**src/rtl/codec_init_pkg.sv**
```systemverilog
`default_nettype none
// ============================================================================
//  Module   : codec_init_pkg
//  Purpose  : Shared constants for the WM8731-style codec init sequencer:
//             table length, 7-bit register addresses, 9-bit register values,
//             the sequencer state encoding and a command packing helper.
//  Revision : 1.0  initial release
// ============================================================================
package codec_init_pkg;

    // Number of entries in the init table.
    localparam int NUM_CMDS = 11;

    // Codec register addresses (7 bits)
    localparam logic [6:0] REG_RESET      = 7'h0F;
    localparam logic [6:0] REG_L_LINE_IN  = 7'h00;
    localparam logic [6:0] REG_R_LINE_IN  = 7'h01;
    localparam logic [6:0] REG_L_HP       = 7'h02;
    localparam logic [6:0] REG_R_HP       = 7'h03;
    localparam logic [6:0] REG_ANALOG     = 7'h04;
    localparam logic [6:0] REG_DIGITAL    = 7'h05;
    localparam logic [6:0] REG_POWER      = 7'h06;
    localparam logic [6:0] REG_IFACE      = 7'h07;
    localparam logic [6:0] REG_SAMPLING   = 7'h08;
    localparam logic [6:0] REG_ACTIVE     = 7'h09;

    // Register values (9 bits)
    localparam logic [8:0] VAL_RESET      = 9'h000;
    localparam logic [8:0] VAL_LINE_IN    = 9'h017;
    localparam logic [8:0] VAL_HP         = 9'h079;
    localparam logic [8:0] VAL_ANALOG     = 9'h012;
    localparam logic [8:0] VAL_DIGITAL    = 9'h000;
    localparam logic [8:0] VAL_POWER      = 9'h000;
    localparam logic [8:0] VAL_IFACE      = 9'h002;  // I2S, 16-bit, slave
    localparam logic [8:0] VAL_SAMPLING   = 9'h000;
    localparam logic [8:0] VAL_ACTIVE     = 9'h001;

    typedef enum logic [1:0] {
        WAIT  = 2'd0,
        ISSUE = 2'd1,
        DONE  = 2'd2
    } state_t;

    // The codec wants the 9-bit value split across the two I2C bytes:
    // byte 0 = {addr[6:0], val[8]}, byte 1 = val[7:0].
    function automatic logic [15:0] pack_cmd(input logic [6:0] addr,
                                             input logic [8:0] val);
        return {addr, val};
    endfunction

endpackage
`default_nettype wire

```
**src/rtl/codec_init_rom.sv**
```systemverilog
`default_nettype none
// ============================================================================
//  Module   : codec_init_rom
//  Purpose  : Combinational lookup of the codec init table.
//  Ports    : index    in  IDX_W  table entry to read
//             sub_addr out 8      {reg_addr[6:0], reg_val[8]}
//             data     out 8      reg_val[7:0]
//  Revision : 1.0  initial release
// ============================================================================
module codec_init_rom #(
    parameter int IDX_W = 4
) (
    input  logic [IDX_W-1:0] index,
    output logic [7:0]       sub_addr,
    output logic [7:0]       data
);
    import codec_init_pkg::*;

    logic [15:0] entry;

    always_comb begin
        entry = 16'h0000;
        case (int'(index))
            0:       entry = pack_cmd(REG_RESET,     VAL_RESET);
            1:       entry = pack_cmd(REG_L_LINE_IN, VAL_LINE_IN);
            2:       entry = pack_cmd(REG_R_LINE_IN, VAL_LINE_IN);
            3:       entry = pack_cmd(REG_L_HP,      VAL_HP);
            4:       entry = pack_cmd(REG_R_HP,      VAL_HP);
            5:       entry = pack_cmd(REG_ANALOG,    VAL_ANALOG);
            6:       entry = pack_cmd(REG_DIGITAL,   VAL_DIGITAL);
            7:       entry = pack_cmd(REG_POWER,     VAL_POWER);
            8:       entry = pack_cmd(REG_IFACE,     VAL_IFACE);
            9:       entry = pack_cmd(REG_SAMPLING,  VAL_SAMPLING);
            10:      entry = pack_cmd(REG_ACTIVE,    VAL_ACTIVE);
            default: entry = 16'h0000;
        endcase
    end

    assign sub_addr = entry[15:8];
    assign data     = entry[7:0];

endmodule
`default_nettype wire

```
**src/rtl/codec_init_sequencer.sv**
```systemverilog
`default_nettype none
// ============================================================================
//  Module   : codec_init_sequencer
//  Purpose  : Issues the codec register init sequence to an I2C write master,
//             one {sub-address, data} pair per rising edge of NewCom, then
//             idles until reset.
//  Ports    : I2C_clk  in  1  clock (rising edge)
//             reset    in  1  synchronous active-high reset
//             NewCom   in  1  master ready for next command (edge-detected)
//             write    out 1  one-cycle strobe, SubAddrL/data are new
//             SubAddrL out 8  {reg_addr[6:0], reg_val[8]}
//             data     out 8  reg_val[7:0]
//  Revision : 1.0  initial release
// ============================================================================
module codec_init_sequencer #(
    parameter int NUM_CMDS = codec_init_pkg::NUM_CMDS
) (
    input  logic       I2C_clk,
    input  logic       reset,
    input  logic       NewCom,
    output logic       write,
    output logic [7:0] SubAddrL,
    output logic [7:0] data
);
    import codec_init_pkg::*;

    // One extra code point so the index can reach NUM_CMDS without wrapping.
    localparam int IDX_W = $clog2(NUM_CMDS + 1);

    state_t           state, state_next;
    logic [IDX_W-1:0] index, index_next;
    logic             newcom_q;
    logic             rise;
    logic             write_next;
    logic [7:0]       sub_addr_next, data_next;
    logic [7:0]       rom_sub_addr, rom_data;

    codec_init_rom #(
        .IDX_W    (IDX_W)
    ) u_rom (
        .index    (index),
        .sub_addr (rom_sub_addr),
        .data     (rom_data)
    );

    // newcom_q clears on reset, so NewCom already high right after reset
    // is treated as a fresh request.
    assign rise = NewCom & ~newcom_q;

    always_ff @(posedge I2C_clk) begin
        if (reset) begin
            state    <= WAIT;
            index    <= '0;
            newcom_q <= 1'b0;
            write    <= 1'b0;
            SubAddrL <= 8'h00;
            data     <= 8'h00;
        end else begin
            state    <= state_next;
            index    <= index_next;
            newcom_q <= NewCom;
            write    <= write_next;
            SubAddrL <= sub_addr_next;
            data     <= data_next;
        end
    end

    always_comb begin
        state_next    = state;
        index_next    = index;
        write_next    = 1'b0;
        sub_addr_next = SubAddrL;
        data_next     = data;
        case (state)
            WAIT: begin
                if (rise) begin
                    sub_addr_next = rom_sub_addr;
                    data_next     = rom_data;
                    write_next    = 1'b1;
                    index_next    = index + 1'b1;
                    state_next    = ISSUE;
                end
            end
            ISSUE: begin
                // index was already advanced when the command was issued.
                if (index == IDX_W'(NUM_CMDS))
                    state_next = DONE;
                else
                    state_next = WAIT;
            end
            DONE: begin
                state_next = DONE;
            end
            default: begin
                state_next = WAIT;
            end
        endcase
    end

endmodule
`default_nettype wire

```
**config.mk**
```make
export PLATFORM = sky130hd
export DESIGN_NAME = codec_init_sequencer
export DESIGN_NICKNAME = d
export VERILOG_FILES = /design/src/rtl/codec_init_pkg.sv /design/src/rtl/codec_init_rom.sv /design/src/rtl/codec_init_sequencer.sv
export SDC_FILE = /design/constraint.sdc
export NUM_CORES = 1
export LEC_CHECK = 0
export CAP_MARGIN = 20
export CORE_MARGIN = 3
export CORE_UTILIZATION = 47
export CTS_CLUSTER_DIAMETER = 100
export CTS_CLUSTER_SIZE = 24
export DETAILED_ROUTE_END_ITERATION = 10
export PLACE_DENSITY = 0.74
export SLEW_MARGIN = 20
export SYNTH_ARGS = -nofsm -noshare
export SYNTH_HDL_FRONTEND = slang
export SYNTH_HIERARCHICAL = 1
export SYNTH_SLANG_ARGS = --single-unit
```
**constraint.sdc**
```tcl
create_clock -name I2C_clk -period 1.35 [get_ports I2C_clk]
set_input_delay 0.3375 -clock I2C_clk [delete_from_list [all_inputs] [get_ports I2C_clk]]
set_output_delay 0.3375 -clock I2C_clk [all_outputs]
set_load 0.03 [all_outputs]
```
; After elaboration in Yosys (flattened, before gate mapping)
; Memory sizes are Yosys's and may differ from the RTL's. A register that Yosys moved wholly into a read port is not among the register bits.
; Index checks and enable logic that the tools add are counted.
; W data, S select, Z words.
[totals]
regBits = 24
rom_bits = 176
inputBits = 3
out_inout_bits = 17
elab_cells = 22
mem_count = 1
[classes]
add_sub_neg = 1
eq_ne = 4
n_mux = 4
n_bitwise = 3
reduce_logical = 3
[memory_table]
columns = memory, words, word_bits, read_ports, rd_ports_with_merged_regs, wr, line_no
row1 = (no name shown), 16, 11, 1, 1, 0, codec_init_rom.sv:23  ; case (int'(index))
[ops]
columns = op, n
row1 = $pmux W2 S3, 1
row2 = $add A4 B1 Y4 const B, 1
row3 = $eq A4 B4 Y1 const B, 1
row4 = $mux W2, 2
row5 = $eq A2 B1 Y1 const B, 1
row6 = $eq A2 B2 Y1 const B, 1
row7 = $logic_not A2 Y1, 1
row8 = $ne A2 B2 Y1 const B, 1
row9 = $not A1 Y1, 2
row10 = $reduce_and A2 Y1, 1
row11 = $reduce_or A2 Y1, 1
row12 = $and A1 B1 Y1, 1
row13 = $mux W1, 1

; Logic depth before layout (Yosys ltp)
[logic_depth]
depth_word = 4
depth_mapped = 7
mapped_depth_nobuf = 6

; Cells and area by module
; Netlist, hierarchy kept.
[by_module_without_submodules]
columns = mod, instances, cells_per_inst, area_per_inst_um2
row1 = codec_init_sequencer, 1, 100, 855.8
row2 = codec_init_rom, 1, 38, 292.8

; Least setup slack after synthesis
; No wires, ideal clock.
[synth_timing]
path_kind = register -> register
from = reg state[0]
to = reg index[2]
setup_time_ns = 0.122
t_arrival_ns = 1.296
slack_ns = -0.068
stages_incl_launch_ff = 5
path_buffers = 1
path_cell_list = dfxtp_1 or4b_4 clkbuf_1 o21ai_0 a21oi_1
[synth_between]
elab_chain_cells = 2
[synth_rtl]
columns = element, line_no
row1 = "start, declared", codec_init_sequencer.sv:30  ; state_t state, state_next;
row2 = "start signal, assigned", codec_init_sequencer.sv:59  ; state <= state_next;
row3 = $logic_not A2 Y1, codec_init_sequencer.sv:74  ; case (state)
row4 = $reduce_and A2 Y1 (no source line), --
row5 = "end signal, assigned", codec_init_sequencer.sv:60  ; index <= index_next;
row6 = "end, declared", codec_init_sequencer.sv:31  ; logic [IDX_W-1:0] index, index_next;
; No other way between the ends.
; A chain may end at the register's enable or synchronous reset.

; Worst setup path in the final report
[layout_timing]
from = reg newcom_q
to = reg index[2]
[layout_between]
elab_chain_cells = 3
[layout_rtl]
columns = element, line_no
row1 = "start, declared", codec_init_sequencer.sv:32  ; logic newcom_q;
row2 = "start signal, assigned", codec_init_sequencer.sv:61  ; newcom_q <= NewCom;
row3 = $not A1 Y1, codec_init_sequencer.sv:48  ; assign rise = NewCom & ~newcom_q;
row4 = $and A1 B1 Y1, codec_init_sequencer.sv:48
row5 = $reduce_and A2 Y1 (no source line), --
; No other way between the ends.

==> summary.txt <==
Run status
  • Status: finished with violations
  • Violated checks: setup timing

Yosys
  • Register area share after synthesis: 41.83%
  • Synth Area in XOR/XNOR: 0.7625%
  • Synth Area in Compound Gates: 15.25%
  • Mapped Avg Cell Area: 8.323 um^2
  • Register bit total from synthesis: 24
  • Simple-gate share of the synthesized area: 24.62%
  • Primary FF master, synth: dfxtp_1
  • EDFF count, synth: 0
  • Ys Warns: 6
  • Ys async rst share: 0%
  • Mux share of post-synthesis cell area: 1.743%
  • Adder-cell share of the synthesized area: 6.536%
  • Largest family of logic cells by synthesized area: simple AND/OR/NAND/NOR gates
  • Post-Syn Instances: 138
  • Synthesized area: 0.001149 mm^2
  • Yosys cell types: 30

Power
  • Lkg Pwr: 0.5732 nW
  • Power, Total: 1.418 mW
  • Power Density: 995.8 mW/mm^2
  • Max VDD drop: 0.6224 mV

Global route
  • GRT Util Overall: 16.37%
  • First-pass GRT wire length: 4112 um
  • Initial antenna violation count: 0
  • Met3 Use GR: 2.103%
  • Number of global-route vias before repair: 950
  • Met2 Resource Use GR: 28.55%
  • Top Usage Layer GRT: met2
  • Met1 GRT Util: 20.29%
  • Largest net degree at the start of global routing: 25
  • Gr ovfl total: 0

STA
  • RSZ-0062 raised after global routing: true
  • Tcrit/Tclk final: 106.3%
  • Final setup margin: -85.17 ps
  • Final setup violating endpoints: 2
  • Slew Viols, Final: 0
  • Worst Clk Skew: 0.8656 ps
  • Final worst path period need: 1435 ps
  • Endpoints failing hold: 0
  • Max Fclk: 696.8 MHz

Route
  • DRC viols: 0
  • Routed len/inst: 12.17 um
  • DRT Wirelength: 2313 um
  • DR iter-0 viols: 16
  • First-pass DRT Iterations: 6
  • Routed vias/inst: 4.947
  • Number of nets with antenna violations after routing: 0
  • Vias: 940

Floorplanning
  • DIE WIDTH: 55.44 um
  • Initial core utilization: 50.94%
  • Die area: 0.003073 mm^2
  • Row Count: 17
  • Die H: 55.44 um
  • IO Count: 20
  • Core area: 0.002255 mm^2

Run
  • Max Cap Viol: 0

Layout
  • ANT cells: 0
  • Area growth from synthesis to layout: 23.97%
  • Share of layout cells above drive strength 1: 26.54%
  • Fillcell total: 225
  • Commonest non-fill, non-tap cells in the layout: 36 x nand2_1, 20 x a21oi_1, 19 x dfxtp_1
  • Final nets: 173
  • Commonest non-fill, non-tap cell in the layout: nand2_1

Critical path
  • Worst setup EP type: register
  • Max FO, Critical Path: 6
  • Critical Setup Path Class: reg -> reg
  • Critical path buffer and inverter count: 0
  • Worst path max stage delay: 560 ps
  • Startpoint types: register
  • Worst path cell trace: or4b_4, or3_4, a21oi_2
  • Top Family by Delay on Critical Path: simple AND/OR/NAND/NOR gates
  • CP max-delay cell: or4b_4
  • Arrival time worst endpoint: 1680 ps
  • WP data required: 1600 ps

Clock network
  • Bufs on Longest Clock Path: 2
  • Clk_lat worst skew: 300 ps
  • TritonCTS clock tree: done
  • CTS H-tree depth: 1
  • Clock sink count: 24
  • Clk slew on worst S/H paths: 120 ps
  • CTS root buffer: clkbuf_4
  • Setup bufs post-CTS: 0
  • CTS buffer count: 3

Placement
  • Pre-CTS setup slack: -501.8 ps
  • PortBufs: 19
  • GP Congestion: 0.8377
  • HPWL after DPL: 1703 um

Min path
  • Min-delay worst type: reg -> reg
## worst paths after layout
check / to / from / slack, ps / cells after the start
setup / recovery: index[2] / newcom_q / -90 / 3
hold / removal: SubAddrL[4] / SubAddrL[4] / 460 / 2
setup reg to reg: index[2] / newcom_q / -90 / 3
hold reg to reg: SubAddrL[4] / SubAddrL[4] / 460 / 2
## cell families (layout without fill, tap and decap cells)
family | Yosys count | after routing
muxes | 2 | 2
AOI/OAI and AO/OA | 30 | 30
adders and majority gates | 6 | 6
xor gates and xnor gates | 1 | 1
and+or+nand+nor | 57 | 57
DFF | 24 | 24
buffers and inverters | 17 | 37
other | 1 | 5
## area by class of cell
| type | count | area, um^2 | area share, % |
|---|---|---|---|
| Inverter | 3 | 11.26 | 0.7909 |
| Tap cell | 28 | 35.03 | 2.460 |
| Multi-Input combinational cell | 101 | 591.8 | 41.56 |
| Sequential cell | 24 | 486.7 | 34.18 |
| Clock buffer | 3 | 22.52 | 1.582 |
| Timing Repair Buffer | 31 | 276.5 | 19.42 |
## cell usage after synthesis (2+ instances only)
library cell	instances	area (um^2)
nand2_1	36	135.1
dfxtp_1	24	480.5
a21oi_1	21	105.1
buf_4	8	60.06
ha_1	6	75.07
nor2_1	6	22.52
nor2b_1	5	31.28
clkbuf_1	4	15.01
inv_1	3	11.26
mux2i_1	2	20.02
o21ai_0	2	10.01
o21ai_1	2	10.01
or3_1	2	12.51
## report_power, final
part	leakage [nW]	internal (mW)	switching, mW
logic	0.361	0.151	0.197
registers	0.198	0.749	0.0203
clock network	0.0138	0.104	0.197
total	0.573	1.00	0.414
## worst reg2reg max path, cell delays in order (launching register included)
cell,delay (ps)
dfxtp_2,340
or4b_4,560
or3_4,340
a21oi_2,140
## registers in the layout, summed over array words and instances (netlist names)
signal and cells:
data 8, write 1, SubAddrL 8, state 2
index 4, newcom_q 1
## per-layer routing
metal / share of wire [%] / up-vias / wire [um]
met5: 0 / - / 0
met4: 0.61 / 0 / 14
met3: 1.9 / 2 / 44
met2: 50 / 11 / 1163
met1: 47 / 432 / 1090
li1: - / 495 / -
## metrics by stage
stage / std cells / setup TNS, ps / cell area (um^2) / utilization, % / hold WS [ps]
3_3_place_gp: 187 / -7870 / 1393 / 61.76 / 443.9
5_1_grt: 190 / -561.2 / 1424 / 63.15 / 489.2
2_1_floorplan: 142 / -12.03 / 1174 / - / 406.6
4_1_cts: 190 / -147.6 / 1433 / 63.54 / 468.5
3_5_place_dp: 187 / -8318 / 1393 / 61.76 / 450.1
6_report: 190 / -147.4 / 1424 / 63.15 / 463.6
## what timing repair did
item	CTS	global route
hold buffers	0	0
setup endpoints to repair	28	18
resized for setup	31	9
pin swaps	3	3
Note: power is estimated with default switching activity, not from simulation.
